$ cat src/rtl/prog_loader.sv
// Byte-stream program loader: parses a length/payload/checksum frame into 32-bit
// instruction-memory writes and holds the core in reset until a good load completes.
module prog_loader #(
    parameter int ADDR_W = 10
) (
    input  logic              clk1,
    input  logic              rst,
    input  logic              start,
    input  logic [7:0]        in_data,
    input  logic              in_valid,
    output logic              in_ready,
    output logic              imem_we,
    output logic [ADDR_W-1:0] imem_addr,
    output logic [31:0]       imem_wdata,
    output logic              cpu_hold,
    output logic              done,
    output logic              err,
    output logic [15:0]       word_cnt
);

    typedef enum logic [2:0] {IDLE, LEN0, LEN1, DATA, CSUM, DONE, ERR} state_t;

    localparam logic [16:0] MAX_N = 17'd1 << ADDR_W;

    state_t      state, state_nxt;
    logic [7:0]  n_lo;
    logic [15:0] n_len;
    logic [1:0]  byte_idx;
    logic [23:0] wbuf;
    logic [7:0]  csum;
    logic        acc;
    logic        start_go;
    logic        last_byte;
    logic [16:0] n_new;

    assign acc       = in_valid & in_ready;
    assign start_go  = start & ((state == IDLE) | (state == DONE) | (state == ERR));
    assign n_new     = {1'b0, in_data, n_lo};
    // Fourth byte of the final word ends the payload.
    assign last_byte = (byte_idx == 2'd3) && (({1'b0, word_cnt} + 17'd1) == {1'b0, n_len});

    always_ff @(posedge clk1 or posedge rst) begin
        if (rst) state <= IDLE;
        else     state <= state_nxt;
    end

    always_comb begin
        state_nxt = state;
        case (state)
            IDLE, DONE, ERR: if (start_go) state_nxt = LEN0;
            LEN0: if (acc) state_nxt = LEN1;
            LEN1: if (acc) begin
                if (n_new > MAX_N)       state_nxt = ERR;
                else if (n_new == 17'd0) state_nxt = CSUM;
                else                     state_nxt = DATA;
            end
            DATA: if (acc && last_byte) state_nxt = CSUM;
            CSUM: if (acc) state_nxt = (in_data == csum) ? DONE : ERR;
            default: state_nxt = IDLE;
        endcase
    end

    always_comb begin
        in_ready = 1'b0;
        done     = 1'b0;
        err      = 1'b0;
        cpu_hold = 1'b1;
        case (state)
            LEN0, LEN1, DATA, CSUM: in_ready = 1'b1;
            DONE: begin
                done     = 1'b1;
                cpu_hold = 1'b0;
            end
            ERR:     err = 1'b1;
            default: ;
        endcase
    end

    always_ff @(posedge clk1 or posedge rst) begin
        if (rst) begin
            imem_we    <= 1'b0;
            imem_addr  <= '0;
            imem_wdata <= '0;
            word_cnt   <= '0;
            csum       <= '0;
            n_lo       <= '0;
            n_len      <= '0;
            byte_idx   <= '0;
            wbuf       <= '0;
        end else begin
            imem_we <= 1'b0;
            if (start_go) begin
                word_cnt <= '0;
                csum     <= '0;
                byte_idx <= '0;
            end
            if (acc) begin
                case (state)
                    LEN0: n_lo  <= in_data;
                    LEN1: n_len <= n_new[15:0];
                    DATA: begin
                        csum     <= csum ^ in_data;
                        byte_idx <= byte_idx + 2'd1;
                        case (byte_idx)
                            2'd0: wbuf[7:0]   <= in_data;
                            2'd1: wbuf[15:8]  <= in_data;
                            2'd2: wbuf[23:16] <= in_data;
                            default: begin
                                imem_we    <= 1'b1;
                                imem_addr  <= word_cnt[ADDR_W-1:0];
                                imem_wdata <= {in_data, wbuf};
                                word_cnt   <= word_cnt + 16'd1;
                            end
                        endcase
                    end
                    default: ;
                endcase
            end
        end
    end

endmodule

$ cat config.mk
export PLATFORM = sky130hd
export DESIGN_NAME = prog_loader
export DESIGN_NICKNAME = d
export VERILOG_FILES = /design/src/rtl/prog_loader.sv
export SDC_FILE = /design/constraint.sdc
export NUM_CORES = 1
export LEC_CHECK = 0
export ABC_CLOCK_PERIOD_IN_PS = 3900
export BUFFER_PORTS_ARGS = -buffer_cell sky130_fd_sc_hd__buf_4
export CAP_MARGIN = 20
export CORE_ASPECT_RATIO = 2
export CORE_MARGIN = 4
export CORE_UTILIZATION = 55
export CTS_CLUSTER_SIZE = 24
export DETAILED_ROUTE_END_ITERATION = 7
export PLACE_DENSITY = 0.75
export SETUP_SLACK_MARGIN = 0.4
export SLEW_MARGIN = 30
export SYNTH_ARGS = -nofsm -noshare
export SYNTH_HDL_FRONTEND = slang
export SYNTH_SLANG_ARGS = --single-unit
$ cat constraint.sdc
create_clock -name clk1 -period 3.9 [get_ports clk1]
set_input_delay 0.39 -clock clk1 [delete_from_list [all_inputs] [get_ports clk1]]
set_output_delay 0.39 -clock clk1 [all_outputs]
set_load 0.05 [all_outputs]
==> impl_table.tex, run 1 <==
\begin{tabular}{lr}
\hline
Metric & Value \\
\hline
\multicolumn{2}{l}{\textbf{Pwr}} \\
Power per cell area & around 800 nW/um2 \\
Static leakage & 3.392 nW \\
Maximum ir drop on the vdd rail & roughly 0.63 mV \\
\multicolumn{2}{l}{\textbf{Drt}} \\
Routed WL per cell & around 18 um \\
Initial drt markers & around 230 \\
Post-detailed-route DRC marker count & 0 \\
Post-detailed-route via-to-cell ratio & 5.671 \\
Uppermost layer routed & met4 \\
Antenna viol nets, final & 0 \\
Count of TritonRoute iterations in the first routing pass & 5 \\
Met2 wirelength from detailed routing & 7985 um \\
Detailed-route wire length & approximately 14000 um \\
Via count & between 4000 and 5000 \\
WL met1 & approximately 5200 um \\
Routed length on met3 & 601 um \\
\multicolumn{2}{l}{\textbf{Setup path}} \\
Master of the slowest instance on the critical path & sky130\_fd\_sc\_hd\_\_dfrtp\_1 \\
Critical Path Start Type & register \\
Data arrival time at the worst-slack endpoint & 2.92 ns \\
Max FO, Critical Path & 11 \\
Worst setup path class & reg -> reg \\
Worst Setup End Kind & register \\
Worst stage delay on the critical path & $\sim$0.48 ns \\
Required time of the critical path & roughly 4.2 ns \\
Cell Chain, Critical Path & ha\_1 > nand3\_1 > a311oi\_1 > mux2i\_1 > a2111o\_1 > nor4\_2 > o21ai\_0 \\
\multicolumn{2}{l}{\textbf{Logic synthesis}} \\
Most instantiated cells after synthesis & sky130\_fd\_sc\_hd\_\_nand2\_1 (164), sky130\_fd\_sc\_hd\_\_dfrtp\_1 (120), sky130\_fd\_sc\_hd\_\_mux2\_2 (49) \\
Distinct cell type count of the synthesized netlist & 55 \\
Syn. warnings & 0 \\
Mean cell area of the mapped netlist & around 10 um2 \\
Top cells by area, synth & sky130\_fd\_sc\_hd\_\_dfrtp\_1 (53\%), sky130\_fd\_sc\_hd\_\_nand2\_1 (11\%), sky130\_fd\_sc\_hd\_\_mux2\_2 (9.7\%) \\
Netlist area before placement & around 5700 um2 \\
Cells after Synth & 571 \\
Net count after synthesis & a little under 600 \\
Most frequently used flop master after synthesis & sky130\_fd\_sc\_hd\_\_dfrtp\_1 \\
Top-area cell type share of the netlist area & 0.5270 \\
Number of flip-flops and latches in the synthesized netlist & 120 \\
Leading cell type by number of instances after synthesis & sky130\_fd\_sc\_hd\_\_nand2\_1 \\
Number of enable flip-flop cells after synthesis & 0 \\
Proportion of synthesized chip area in sequential cells & 0.5270 \\
Cell taking the most area after synthesis & sky130\_fd\_sc\_hd\_\_dfrtp\_1 \\
Async S/R FF share, synth & 1.000 \\
\multicolumn{2}{l}{\textbf{Floorplanning}} \\
FP Rows & 52 \\
Chip Height & 151.9 um \\
Number of I/O pins & 75 \\
Floorplan core area & between 10000 and 15000 um2 \\
Horizontal die dimension & roughly 80 um \\
Die area & about 12000 um2 \\
Initial Util & 0.5614 \\
\multicolumn{2}{l}{\textbf{Status}} \\
Status & finished, final reports clean \\
\multicolumn{2}{l}{\textbf{Place}} \\
Post-placement worst setup slack & approximately 1.3 ns \\
Total placed cells including tap cells & $\sim$750 \\
Quantity of I/O buffers inserted on ports & 74 \\
GPL Wtd Cong & roughly 0.94 \\
Dpl cell area & between 6000 and 7000 um2 \\
HPWL Detailed & approximately 10000 um \\
\multicolumn{2}{l}{\textbf{Run}} \\
Number of maximum-capacitance violations & 0 \\
\multicolumn{2}{l}{\textbf{STA}} \\
Share of the clock period used by the worst path & 0.6775 \\
Worst Setup Slack, final & between 1 and 1.5 ns \\
Final critical-path required period & $\sim$2.6 ns \\
Slew Limit Fails & 0 \\
Setup-violating endpoint count in the final report & 0 \\
Worst Hold Slack & approximately 0.29 ns \\
Actual slew at the worst max-slew pin & roughly 0.82 ns \\
Setup repair after global routing missed its margin & no \\
Max frequency & between 0.3 and 0.4 GHz \\
Relative slew margins & 0.4560 \\
Setup tns final & 0 ns \\
Clock tree skew after final layout & between 0.008 and 0.009 ns \\
Final hold violation count & 0 \\
\multicolumn{2}{l}{\textbf{Clock network}} \\
CTS max path bufs & 2 \\
Post-CTS Resized & 0 \\
H-tree depth & 4 \\
Source-to-sink clock delay at the later pin of the worst-skew pair & around 0.4 ns \\
CTS Root Cell & sky130\_fd\_sc\_hd\_\_clkbuf\_16 \\
CTS sink count & 120 \\
Clk slew on worst S/H paths & $\sim$0.060 ns \\
Number of clock buffers inserted by TritonCTS & 17 \\
Clock tree from TritonCTS & yes \\
\multicolumn{2}{l}{\textbf{Cells and area}} \\
Fill cell total of the finished layout & 787 \\
Final cell count without fillers & approximately 780 \\
Final design instance area without fill & 7064 um2 \\
Net count, final & between 600 and 700 \\
Area Overhead vs Synth & 23.98\% \\
Fraction of final layout cells with drive strength greater than 1 & 0.2681 \\
Inserted Diodes & 0 \\
\multicolumn{2}{l}{\textbf{Global route}} \\
Gr usage total & 0.2550 \\
Number of antenna violations at the first check in global routing & 0 \\
First-pass GRT wire length & around 24000 um \\
Pin count of the biggest net entering global routing & between 70 and 80 \\
Total global routing overflow & 0 \\
Vias in the first global route & about 4700 \\
\multicolumn{2}{l}{\textbf{Min path}} \\
Hold crit path type & in -> reg \\
\hline
\end{tabular}
-- cell type report --
| cell class | count | area [um2] | share of cell area |
|---|---|---|---|
| multi-input combinational | 408 | 2530 | 0.3581 |
| inverter | 6 | 26.28 | 0.003719 |
| clock buffer | 18 | 439.2 | 0.06217 |
| clock inverter | 14 | 219.0 | 0.03100 |
| timing repair buffer | 83 | 678.2 | 0.09600 |
| tap | 135 | 168.9 | 0.02391 |
| sequential | 120 | 3003 | 0.4251 |
-- worst max-delay path, delay by kind of cell, from the launching register on --
kind	cells	cell delay, ns
AOI/OAI and AO/OA	3	0.86
adders and majority gates	1	0.33
DFF	1	0.48
muxes	1	0.11
and+or+nand+nor	2	0.73
-- metal layers --
layer,vias up,GRT usage
met5,-,0
met2,149,0.4446
met4,0,0.1362
met1,2169,0.2806
li1,2085,-
met3,43,0.05509
-- final timing paths --
path | start | to | slack [ns] | depth (start not counted)
setup / recovery | word_cnt[0] | state[0] | 1.26 | 7
hold / removal | in_data[1] | imem_wdata[25] | 0.29 | 3
setup reg to reg | word_cnt[0] | state[0] | 1.26 | 7
hold reg to reg | wbuf[16] | imem_wdata[16] | 0.46 | 2
max in group asynchronous | rst | imem_wdata[22] | 2.51 | 5
min in group asynchronous | rst | imem_addr[4] | 0.54 | 3
-- metrics by stage --
stage          utilization  power [mW]
3_5_place_dp        0.6302       3.918
4_1_cts             0.6960       5.690
5_1_grt             0.6960       5.946
2_1_floorplan            -       3.365
6_report            0.6960       5.660
3_3_place_gp        0.6241       3.821
-- layout by cell type (no fill, tap or decap), types with 4 or more instances in the layout --
cell                        synthesis  routed
sky130_fd_sc_hd__nand4_1            7       7
sky130_fd_sc_hd__a21oi_1            8       8
sky130_fd_sc_hd__buf_4              0      79
sky130_fd_sc_hd__a31oi_1            4       4
sky130_fd_sc_hd__xor2_1             9       9
sky130_fd_sc_hd__clkbuf_16          0      17
sky130_fd_sc_hd__mux2_2            49      49
sky130_fd_sc_hd__inv_6              0       4
sky130_fd_sc_hd__mux2i_1            5       5
sky130_fd_sc_hd__nand3_1            6       6
sky130_fd_sc_hd__o31ai_1            7       7
sky130_fd_sc_hd__dfrtp_1          120     120
sky130_fd_sc_hd__nor3b_1            4       4
sky130_fd_sc_hd__nor2b_1            5       5
sky130_fd_sc_hd__inv_1              6       5
sky130_fd_sc_hd__a211oi_1           4       4
sky130_fd_sc_hd__nand2_1          164     163
sky130_fd_sc_hd__ha_1               6       6
sky130_fd_sc_hd__o21ai_0           45      45
sky130_fd_sc_hd__nor2_1            18      18
sky130_fd_sc_hd__xnor2_1           18      18
sky130_fd_sc_hd__bufinv_16          0       5
-- power breakdown --
part           internal (mW)  switching, mW
combinational          0.752           1.13
clock                   1.16          0.581
sequential              1.69          0.350
-- flip-flops by register name, summed over array words and instances (netlist names) --
| signal | cells |
|---|---|
| imem_wdata | 32 |
| wbuf | 24 |
| n_len | 16 |
| word_cnt | 16 |
| imem_addr | 10 |
| csum | 8 |
| n_lo | 8 |
| state | 3 |
| byte_idx | 2 |
| imem_we | 1 |
-- repair_timing --
action                                 CTS  global route
endpoints found under the hold margin   15             0
hold buffers                             1             0
setup buffers                            0             0
setup endpoints to repair                0             0
-- logic make-up after synthesis --
logic type               count (synthesis)  synth area share
AO/OA/AOI/OAI                           88           0.09531
XOR/XNOR                                27           0.04150
adder cells (fa/ha/maj)                  6           0.01317
buffers and inverters                   43           0.03052
flip-flops                             120            0.5270
multiplexers                            54            0.1056
AND/OR/NAND/NOR                        233            0.1869
Power figures use the tool's default switching activity.
==> inputs of run 2 (changes only) <==
Settings changed: ABC_CLOCK_PERIOD_IN_PS 3900 to 2800.
Clock period 3.9 ns to 2.8 ns, I/O delays scaled along.
==> impl_table.tex, run 2 (synthesis gave the netlist of run 1 again) <==
\begin{tabular}{lr}
\hline
Metric & Value \\
\hline
\multicolumn{2}{l}{\textbf{Cells and area}} \\
Fraction of final layout cells with drive strength greater than 1 & 0.2989 (+0.03083) \\
Leading cell types in the layout, fill and taps excluded & sky130\_fd\_sc\_hd\_\_nand2\_1 (163), sky130\_fd\_sc\_hd\_\_dfrtp\_1 (111), sky130\_fd\_sc\_hd\_\_buf\_4 (91), sky130\_fd\_sc\_hd\_\_mux2\_2 (49), sky130\_fd\_sc\_hd\_\_o21ai\_0 (45) \\
Largest reg by FF count & imem\_wdata \\
Final design instance area without fill & 7091 um2 (+0.37\%) \\
Number of flip-flops in the largest register & 32 (unchanged) \\
Area Overhead vs Synth & 24.44\% \\
Net count, final & 664 (+1.5\%) \\
Regs by FF count & imem\_wdata (32), wbuf (24) \\
Most common library cell in the layout ignoring fill and taps & sky130\_fd\_sc\_hd\_\_nand2\_1 \\
Inserted Diodes & 0 (unchanged) \\
Post-route core utilization & 0.6986 (+0.002589) \\
\multicolumn{2}{l}{\textbf{Drt}} \\
WL met1 & 5371 um (+3.4\%) \\
Via count & 4553 (+2.4\%) \\
Routed length on met3 & 554 um (-7.8\%) \\
Post-detailed-route via-to-cell ratio & 5.734 (+1.1\%) \\
Routed WL per cell & 18.95 um (+3.1\%) \\
Met2 wirelength from detailed routing & 8393 um (+5.1\%) \\
Antenna viol nets, final & 0 (unchanged) \\
Count of TritonRoute iterations in the first routing pass & 5 (unchanged) \\
Initial drt markers & 219 (-5.6\%) \\
Uppermost layer routed & met4 \\
Detailed-route wire length & 15050 um (+4.5\%) \\
Post-detailed-route DRC marker count & 0 (unchanged) \\
\multicolumn{2}{l}{\textbf{Pwr}} \\
Net switching component of the power & 2.944 mW (+43\%) \\
Share of power burned in combinational logic & 0.344 (+0.011) \\
Static leakage & 3.380 nW (-0.37\%) \\
Sw Share & 0.3831 (+0.01863) \\
Share of power burned in the clock network & 0.284 (-0.023) \\
Sequential cell fraction of total power & 0.371 (+0.011) \\
Internal power summed over all cells & 4.741 mW (+32\%) \\
Maximum ir drop on the vdd rail & 0.7921 mV (+25\%) \\
Power per cell area & 1084 nW/um2 (+35\%) \\
\multicolumn{2}{l}{\textbf{STA}} \\
Final hold violation count & 0 (unchanged) \\
Setup-violating endpoint count in the final report & 0 (unchanged) \\
Actual slew at the worst max-slew pin & 0.7111 ns (-0.1041 ns) \\
Slew Limit Fails & 0 (unchanged) \\
Relative slew margins & 0.5234 (+0.06739) \\
Share of the clock period used by the worst path & 0.8149 (+0.1374) \\
Setup repair after global routing missed its margin & no \\
Final critical-path required period & 2.282 ns (-0.3606 ns) \\
Max frequency & 0.4383 GHz (+16\%) \\
Clock tree skew after final layout & 0.009173 ns (+0.0002934 ns) \\
Setup tns final & 0 ns (unchanged) \\
\multicolumn{2}{l}{\textbf{Place}} \\
Quantity of I/O buffers inserted on ports & 74 (unchanged) \\
GPL Wtd Cong & 0.9167 (-2.3\%) \\
HPWL Detailed & 10340 um (+3.5\%) \\
Dpl cell area & 6385 um2 (-0.18\%) \\
\multicolumn{2}{l}{\textbf{Global route}} \\
Pin count of the biggest net entering global routing & 70 (-1.4\%) \\
Total global routing overflow & 0 (unchanged) \\
Vias in the first global route & 4624 (-1.6\%) \\
First-pass GRT wire length & 23990 um (+0.73\%) \\
Number of antenna violations at the first check in global routing & 0 (unchanged) \\
Gr usage total & 0.2607 (+0.005706) \\
\multicolumn{2}{l}{\textbf{Clock network}} \\
Clk slew on worst S/H paths & 0.06 ns (about the same) \\
CTS sink count & 120 (unchanged) \\
Clock tree from TritonCTS & yes \\
H-tree depth & 4 (unchanged) \\
Number of clock buffers inserted by TritonCTS & 17 (unchanged) \\
Source-to-sink clock delay at the later pin of the worst-skew pair & 0.41 ns (about the same) \\
CTS max path bufs & 2 (unchanged) \\
CTS Root Cell & sky130\_fd\_sc\_hd\_\_clkbuf\_16 \\
\multicolumn{2}{l}{\textbf{Setup path}} \\
Depth of the worst register-to-register path & 7 (unchanged) \\
Worst Setup End Kind & register \\
Data arrival time at the worst-slack endpoint & 2.63 ns (-0.29 ns) \\
Worst reg-to-reg setup slack & 0.52 ns (-0.74 ns) \\
Worst R2R Start & word\_cnt[0] \\
Critical Path Start Type & register \\
Max FO, Critical Path & 11 (unchanged) \\
Required time of the critical path & 3.15 ns (-1.03 ns) \\
Worst reg2reg endpoint & state[2] \\
Worst setup path class & reg -> reg \\
\multicolumn{2}{l}{\textbf{Run}} \\
Number of maximum-capacitance violations & 0 (unchanged) \\
\multicolumn{2}{l}{\textbf{Min path}} \\
Worst Min Path Start & in\_data[4] \\
Hold path endpoint & imem\_wdata[28] \\
Number of cells traversed by the worst hold path & 3 (unchanged) \\
Hold crit path type & in -> reg \\
\multicolumn{2}{l}{\textbf{Floorplanning}} \\
Floorplan core area & 10150 um2 (unchanged) \\
Number of I/O pins & 75 (unchanged) \\
Chip Height & 151.9 um (unchanged) \\
FP Rows & 52 (unchanged) \\
Horizontal die dimension & 79.97 um (unchanged) \\
Die area & 12150 um2 (unchanged) \\
Initial Util & 0.5614 (unchanged) \\
\multicolumn{2}{l}{\textbf{Status}} \\
Status & finished, final reports clean \\
\hline
\end{tabular}
run 2: cell count changes in the layout (fill, tap and decap cells not counted), sizes merged:
| cell | before | now |
|---|---|---|
| clkinvlp | 3 | 4 |
| bufinv | 5 | 2 |
| buf | 82 | 92 |
| inv | 9 | 11 |
run 2: repair_timing:
action,4_1_cts,5_1_grt
endpoints found under the hold margin,15,0
setup endpoints to repair,3,3
buffers inserted,0,7
resized for setup,5,7
hold buffers,1,0
run 2: cell type report:
type / instances / area, um2
Fill cell: 796 / 3059
Inverter: 6 / 26.28
Tap cell: 135 / 168.9
Clock buffer: 18 / 429.2
Multi-Input combinational cell: 408 / 2572
Timing Repair Buffer: 93 / 713.2
Sequential cell: 120 / 3014
Clock inverter: 14 / 166.4
run 2: per-stage QoR:
| stage | hold WS, ns | setup WS [ns] | std cells | total power [mW] |
|---|---|---|---|---|
| global placement | 0.2832 | 0.2400 | 754 | 5.385 |
| floorplan | 0.4331 | 0.4105 | 571 | 4.700 |
| global route | 0.1642 | 0.4006 | 794 | 8.063 |
| CTS | 0.1586 | 0.4107 | 787 | 7.733 |
| finish | 0.1806 | 0.5184 | 794 | 7.686 |
| detailed placement | 0.2898 | 0.1480 | 754 | 5.488 |
run 2: layer usage:
metal  up-vias  track usage
met2       153       0.4620
met3        47      0.05332
met5         -            0
li1       2104            -
met1      2249       0.2730
met4         0       0.1563
run 2: how the worst max path moves through the flow:
stage	startpoint	to	cells past startpoint
5_1_grt	word_cnt[0]	state[2]	7
6_report	word_cnt[0]	state[2]	7
3_3_place_gp	word_cnt[0]	state[0]	7
3_5_place_dp	word_cnt[0]	state[1]	7
2_1_floorplan	word_cnt[2]	state[1]	7
4_1_cts	word_cnt[3]	state[2]	6
run 2: power by group through the flow:
| stage | Combinational [mW] | Sequential, mW | Clock (mW) |
|---|---|---|---|
| final | 2.65 | 2.85 | 2.19 |
| after floorplan | 1.38 | 3.32 | 0 |
| after global routing | 2.84 | 2.92 | 2.30 |
| after CTS | 2.67 | 2.85 | 2.22 |
| after global placement | 2.56 | 2.83 | 0 |
| after detailed placement | 2.63 | 2.86 | 0 |
run 2: critical path, cell delays in order, from the launching register on:
cell	delay, ns
sky130_fd_sc_hd__dfrtp_2	0.47
sky130_fd_sc_hd__ha_4	0.21
sky130_fd_sc_hd__nand3_4	0.15
sky130_fd_sc_hd__a311oi_1	0.29
sky130_fd_sc_hd__mux2i_1	0.12
sky130_fd_sc_hd__a2111o_1	0.39
sky130_fd_sc_hd__nor4_4	0.38
sky130_fd_sc_hd__a31o_1	0.20
